**src/rtl/icache.sv**
```systemverilog
// icache: direct-mapped, read-only instruction cache between fetch and memory.
// Hits are combinational from the request and array contents. A miss fetches
// one word over the iREN/iwait handshake, installs it, and hits afterwards.
//
//   state | meaning
//   IDLE  | serve lookups; a clean miss latches its word address and starts a fill
//   FILL  | iREN held with the latched address until iwait drops or iflush aborts
module icache #(
  parameter int SETS = 16
) (
  input  logic        CLK,
  input  logic        nRST,
  input  logic        imemREN,
  input  logic [31:0] imemaddr,
  input  logic        iflush,
  output logic        ihit,
  output logic [31:0] imemload,
  output logic        iREN,
  output logic [31:0] iaddr,
  input  logic [31:0] iload,
  input  logic        iwait
);

  localparam int IDX  = $clog2(SETS);
  localparam int TAGW = 30 - IDX;

  localparam logic [0:0] IDLE = 1'b0;
  localparam logic [0:0] FILL = 1'b1;

  logic [0:0]      state_q, state_d;
  logic [29:0]     miss_addr_q, miss_addr_d;
  logic [SETS-1:0] valid_q, valid_d;
  logic [TAGW-1:0] tag_q  [SETS];
  logic [31:0]     data_q [SETS];

  logic [TAGW-1:0] req_tag;
  logic [IDX-1:0]  req_idx;
  logic [TAGW-1:0] fill_tag;
  logic [IDX-1:0]  fill_idx;
  logic            lookup_hit;
  logic            fill_done;
  logic            unused_byte_offset;

  assign req_tag  = imemaddr[31:IDX+2];
  assign req_idx  = imemaddr[IDX+1:2];
  assign fill_tag = miss_addr_q[29:IDX];
  assign fill_idx = miss_addr_q[IDX-1:0];

  // Byte offset within the word is irrelevant to a word-wide fetch.
  assign unused_byte_offset = ^imemaddr[1:0];

  assign lookup_hit = valid_q[req_idx] && (tag_q[req_idx] == req_tag);

  // A flush in the completion cycle aborts the fill without installing.
  assign fill_done = (state_q == FILL) && !iwait && !iflush;

  // Output decode: hit path is combinational in IDLE, memory port is FSM-only.
  always_comb begin
    ihit     = 1'b0;
    imemload = 32'h0;
    iREN     = 1'b0;
    iaddr    = 32'h0;
    if (state_q == IDLE) begin
      ihit = imemREN && lookup_hit && !iflush;
      if (ihit) begin
        imemload = data_q[req_idx];
      end
    end else begin
      iREN  = 1'b1;
      iaddr = {miss_addr_q, 2'b00};
    end
  end

  // Next-state logic for the FSM, the latched miss address and the valid bits.
  always_comb begin
    state_d     = state_q;
    miss_addr_d = miss_addr_q;
    valid_d     = valid_q;
    case (state_q)
      IDLE: begin
        if (imemREN && !iflush && !lookup_hit) begin
          state_d     = FILL;
          miss_addr_d = imemaddr[31:2];
        end
      end
      FILL: begin
        if (iflush || !iwait) begin
          state_d = IDLE;
        end
      end
      default: state_d = IDLE;
    endcase
    if (iflush) begin
      valid_d = '0;
    end else if (fill_done) begin
      valid_d[fill_idx] = 1'b1;
    end
  end

  // Control state; reset also removes iREN asynchronously via state_q.
  always_ff @(posedge CLK or negedge nRST) begin
    if (!nRST) begin
      state_q     <= IDLE;
      miss_addr_q <= 30'h0;
      valid_q     <= '0;
    end else begin
      state_q     <= state_d;
      miss_addr_q <= miss_addr_d;
      valid_q     <= valid_d;
    end
  end

  // Tag and data arrays are guarded by valid bits, so they carry no reset.
  always_ff @(posedge CLK) begin
    if (fill_done) begin
      tag_q[fill_idx]  <= fill_tag;
      data_q[fill_idx] <= iload;
    end
  end

endmodule

```
**config.mk**
```make
export PLATFORM = sky130hd
export DESIGN_NAME = icache
export DESIGN_NICKNAME = d
export VERILOG_FILES = /design/src/rtl/icache.sv
export SDC_FILE = /design/constraint.sdc
export NUM_CORES = 1
export LEC_CHECK = 0
export CAP_MARGIN = 0
export CORE_MARGIN = 2
export CORE_UTILIZATION = 52
export CTS_CLUSTER_SIZE = 10
export DETAILED_ROUTE_END_ITERATION = 8
export PLACE_DENSITY = 0.69
export RECOVER_POWER = 50
export SYNTH_ARGS = -nofsm -noshare
export SYNTH_HDL_FRONTEND = slang
export SYNTH_SLANG_ARGS = --single-unit
```
**constraint.sdc**
```tcl
create_clock -name CLK -period 6.1 [get_ports CLK]
set_input_delay 1.525 -clock CLK [delete_from_list [all_inputs] [get_ports CLK]]
set_output_delay 1.525 -clock CLK [all_outputs]
set_load 0.05 [all_outputs]
```
==> results.yml <==
outcome:
  status: "complete, but fails checks"
  violations: "max-capacitance violations, max-slew violations, negative setup slack"
clocking:
  cts.sinks: 975
  ctsRootBufferMaster: "clkbuf_16"
  cts_tree: "done"
  htreeDepth: 3
  cts_hold_buf: 0
  clock_latency_ns: 0.66
  clkTransAtPathRegs_ns: 0.05
  cts_buffers: 109
  clk_path_buf_depth: 3
routing:
  wl_per_cell_um: 28.5
  dr.pass1.iters: 5
  finalWirelength_um: 92800
  vias: 20482
  via_per_inst: 6.29
  drc: 0
  ant_nets: 0
  drtIter0Drc: 2251
floorplanning:
  die_w_um: 278
  boundaryPins: 135
  core_area_sq_um: 74300
  num_rows: 100
  die_h_um: 278
  start_util_pct: 52.5
  die-area_sq_um: 77200
grt:
  antenna_found_initial: 7
  grt_max_degree: 92
  grt_pass1_vias: 20514
  use_met3_pct: 4.12
  grt-busiest-layer: "met2"
  globalRouteMet1Util_pct: 34.8
  overflow: 0
  grt_usage_pct: 24.1
  grt_pass1_wl_um: 136000
  grt_use_met2_pct: 39.0
pwr:
  p_leak_nw: 15.5
  p_total_mw: 14.6
  p_per_area_nw_per_um2: 313
  ir_worst_vdd_mv: 0.253
synth:
  ys_seq_elements: 975
  synth_cell_type_count: 59
  yosys_warnings: 0
  synth_cells: 1937
  synth_area_sq_um: 39000
  ys.flop_type: "edfxtp_1"
  syn_avg_cell_area_sq_um: 20.1
  synth-edff-count: 928
  ys_seq_area_share_pct: 74.5
  synthArstFlopShare_pct: 4.82
worst_setup_path:
  worstPathRequired_ns: 4.58
  startpoint: "imemaddr[5]"
  cp-start-kind: "input port"
  reg2regPathDepth: 4
  end_kind: "output port"
  crit_type: "in2out"
  r2r_start: "state_q"
  cp.arrival_ns: 4.74
  path_max_fanout: 15
timing:
  hold_viol_final: 0
  skew_ns: 0.0201
  worst_slew_pin_slew_ns: 2.77
  rsz0062_at_grt: "true"
  period_needed_ns: 6.26
  maxSlewHeadroom_pct: -84.9
  tns_ns: -4.18
  setup_slack_ns: -0.163
  setup_viol: 33
  period_share_pct: 103
  fmax_mhz: 160
  finalMaxSlewViolations: 178
place:
  dp_hpwl_um: 50300
  place_inst: 3057
  portBuffers: 130
  gp_congestion: 0.860
final_layout:
  drive_above_1_share_pct: 28.6
  finalNonFillerCells: 3256
  syn_to_final_growth_pct: 19.3
  nNetsFinal: 2298
job:
  max-cap-violations: 4
hold_path:
  hold_path_class: "reg2reg"
  whs_path_depth: 1
  hold_start: "valid_q[12]"
==> per-layer routing <==
| metal | part of all wire [%] | vias to the layer above | wire (um) |
|---|---|---|---|
| met5 | 0.062 | - | 58 |
| met2 | 49 | 966 | 45300 |
| met4 | 1.9 | 10 | 1750 |
| met1 | 41 | 10806 | 38300 |
| met3 | 8.0 | 144 | 7410 |
| li1 | - | 8556 | - |
==> critical path: stages <==
cell,delay (ns)
buf_4,0.25
buf_12,0.20
mux4_2,0.35
a221oi_4,0.38
xnor2_2,0.15
or4_4,0.57
a2111oi_4,0.19
buf_4,0.16
and4_4,0.31
buf_12,0.15
buf_16,0.17
and2_4,0.17
buf_12,0.13
==> layout by cell type (no fill, tap or decap), types with 16 or more instances in the layout <==
| cell | count |
|---|---|
| or4_1 | 31 |
| nand3_1 | 39 |
| and2_1 | 32 |
| dlygate4sd3_1 | 33 |
| buf_12 | 56 |
| buf_4 | 128 |
| edfxtp_1 | 928 |
| clkbuf_1 | 47 |
| clkbuf_16 | 111 |
| xor2_1 | 16 |
| inv_1 | 30 |
| nor2_1 | 41 |
| mux2i_1 | 88 |
| xnor2_1 | 17 |
| clkdlybuf4s50_1 | 59 |
| and2_4 | 32 |
| nand2_1 | 30 |
| a21o_1 | 18 |
| o211ai_1 | 32 |
| a22oi_1 | 26 |
| mux2_2 | 22 |
| a31oi_1 | 30 |
| mux4_2 | 224 |
| dfrtp_1 | 47 |
==> where the power goes <==
part | leakage (nW) | switching [mW] | total (mW) | internal, mW
sequential | 8.91 | 0.209 | 7.75 | 7.54
combinational | 5.07 | 0.540 | 0.970 | 0.431
clock | 1.50 | 2.44 | 5.85 | 3.41
total | 15.5 | 3.19 | 14.6 | 11.4
==> logic make-up (layout without fill, tap and decap cells) <==
group / count (synthesis) / after routing / synth area share (%)
buffers and inverters: 152 / 500 / 1.81
XOR/XNOR: 38 / 38 / 0.853
AND/OR/NAND/NOR: 274 / 274 / 3.90
AO/OA/AOI/OAI: 156 / 156 / 2.94
multiplexers: 341 / 341 / 16.0
flip-flops: 975 / 975 / 74.5
other: 1 / 3 / 0.00962
==> cell usage after synthesis (5+ instances only) <==
cell type	number	share of area (%)
a21oi_1	7	0.090
mux2_2	22	0.64
buf_1	14	0.13
mux2i_1	95	2.4
buf_2	21	0.27
a211oi_1	5	0.096
and2_1	64	1.0
or4_1	34	0.65
a22oi_1	28	0.54
inv_1	31	0.30
dfrtp_1	47	3.0
clkbuf_1	60	0.58
nor2b_1	11	0.18
nand2_1	30	0.29
and3_1	5	0.080
edfxtp_1	928	71
a31oi_1	31	0.50
o22ai_1	6	0.096
buf_6	5	0.14
a21o_1	18	0.35
buf_4	15	0.29
nor2_1	55	0.53
mux4_2	224	13
xnor2_1	21	0.47
nand3_1	41	0.53
xor2_1	17	0.38
nand2b_1	9	0.14
o211ai_1	32	0.62
==> registers in the layout, indices dropped and copies added (netlist names) <==
name	flops
data_q	512
tag_q	416
miss_addr_q	30
valid_q	16
state_q	1
==> area by class of cell <==
type / count / area, sq um
Tap cell: 969 / 1210
Clock buffer: 159 / 2970
Antenna cell: 1 / 2.50
Sequential cell: 975 / 29000
Multi-Input combinational cell: 811 / 9640
Clock inverter: 9 / 168
Timing Repair Buffer: 300 / 3360
Fill cell: 5079 / 27800
Inverter: 32 / 121
==> path summary, 6_finish.rpt <==
kind	to	slack, ns
max in group asynchronous	valid_q[14]	2.67
max	imemload[11]	-0.16
min	valid_q[12]	0.48
min in group asynchronous	miss_addr_q[19]	1.84
min reg2reg	valid_q[12]	0.48
max reg2reg	data_q[9][1]	2.06
==> per-stage QoR <==
stage / util (%) / hold WS (ns) / worst slack (ns) / cell area (sq um)
2_1_floorplan: - / 0.444 / 0.0117 / 39000
3_3_place_gp: 57.4 / 0.452 / -0.435 / 42700
3_5_place_dp: 57.4 / 0.465 / -0.449 / 42700
4_1_cts: 62.3 / 0.476 / -0.211 / 46300
5_1_grt: 62.6 / 0.486 / -0.217 / 46500
6_report: 62.6 / 0.475 / -0.163 / 46500
==> what timing repair did <==
action,in CTS,in global routing
setup endpoints to repair,33,33
resized for setup,77,27
setup buffers,10,17
gates cloned,5,1
pin swaps,10,18
(Power assumes the default switching activity.)
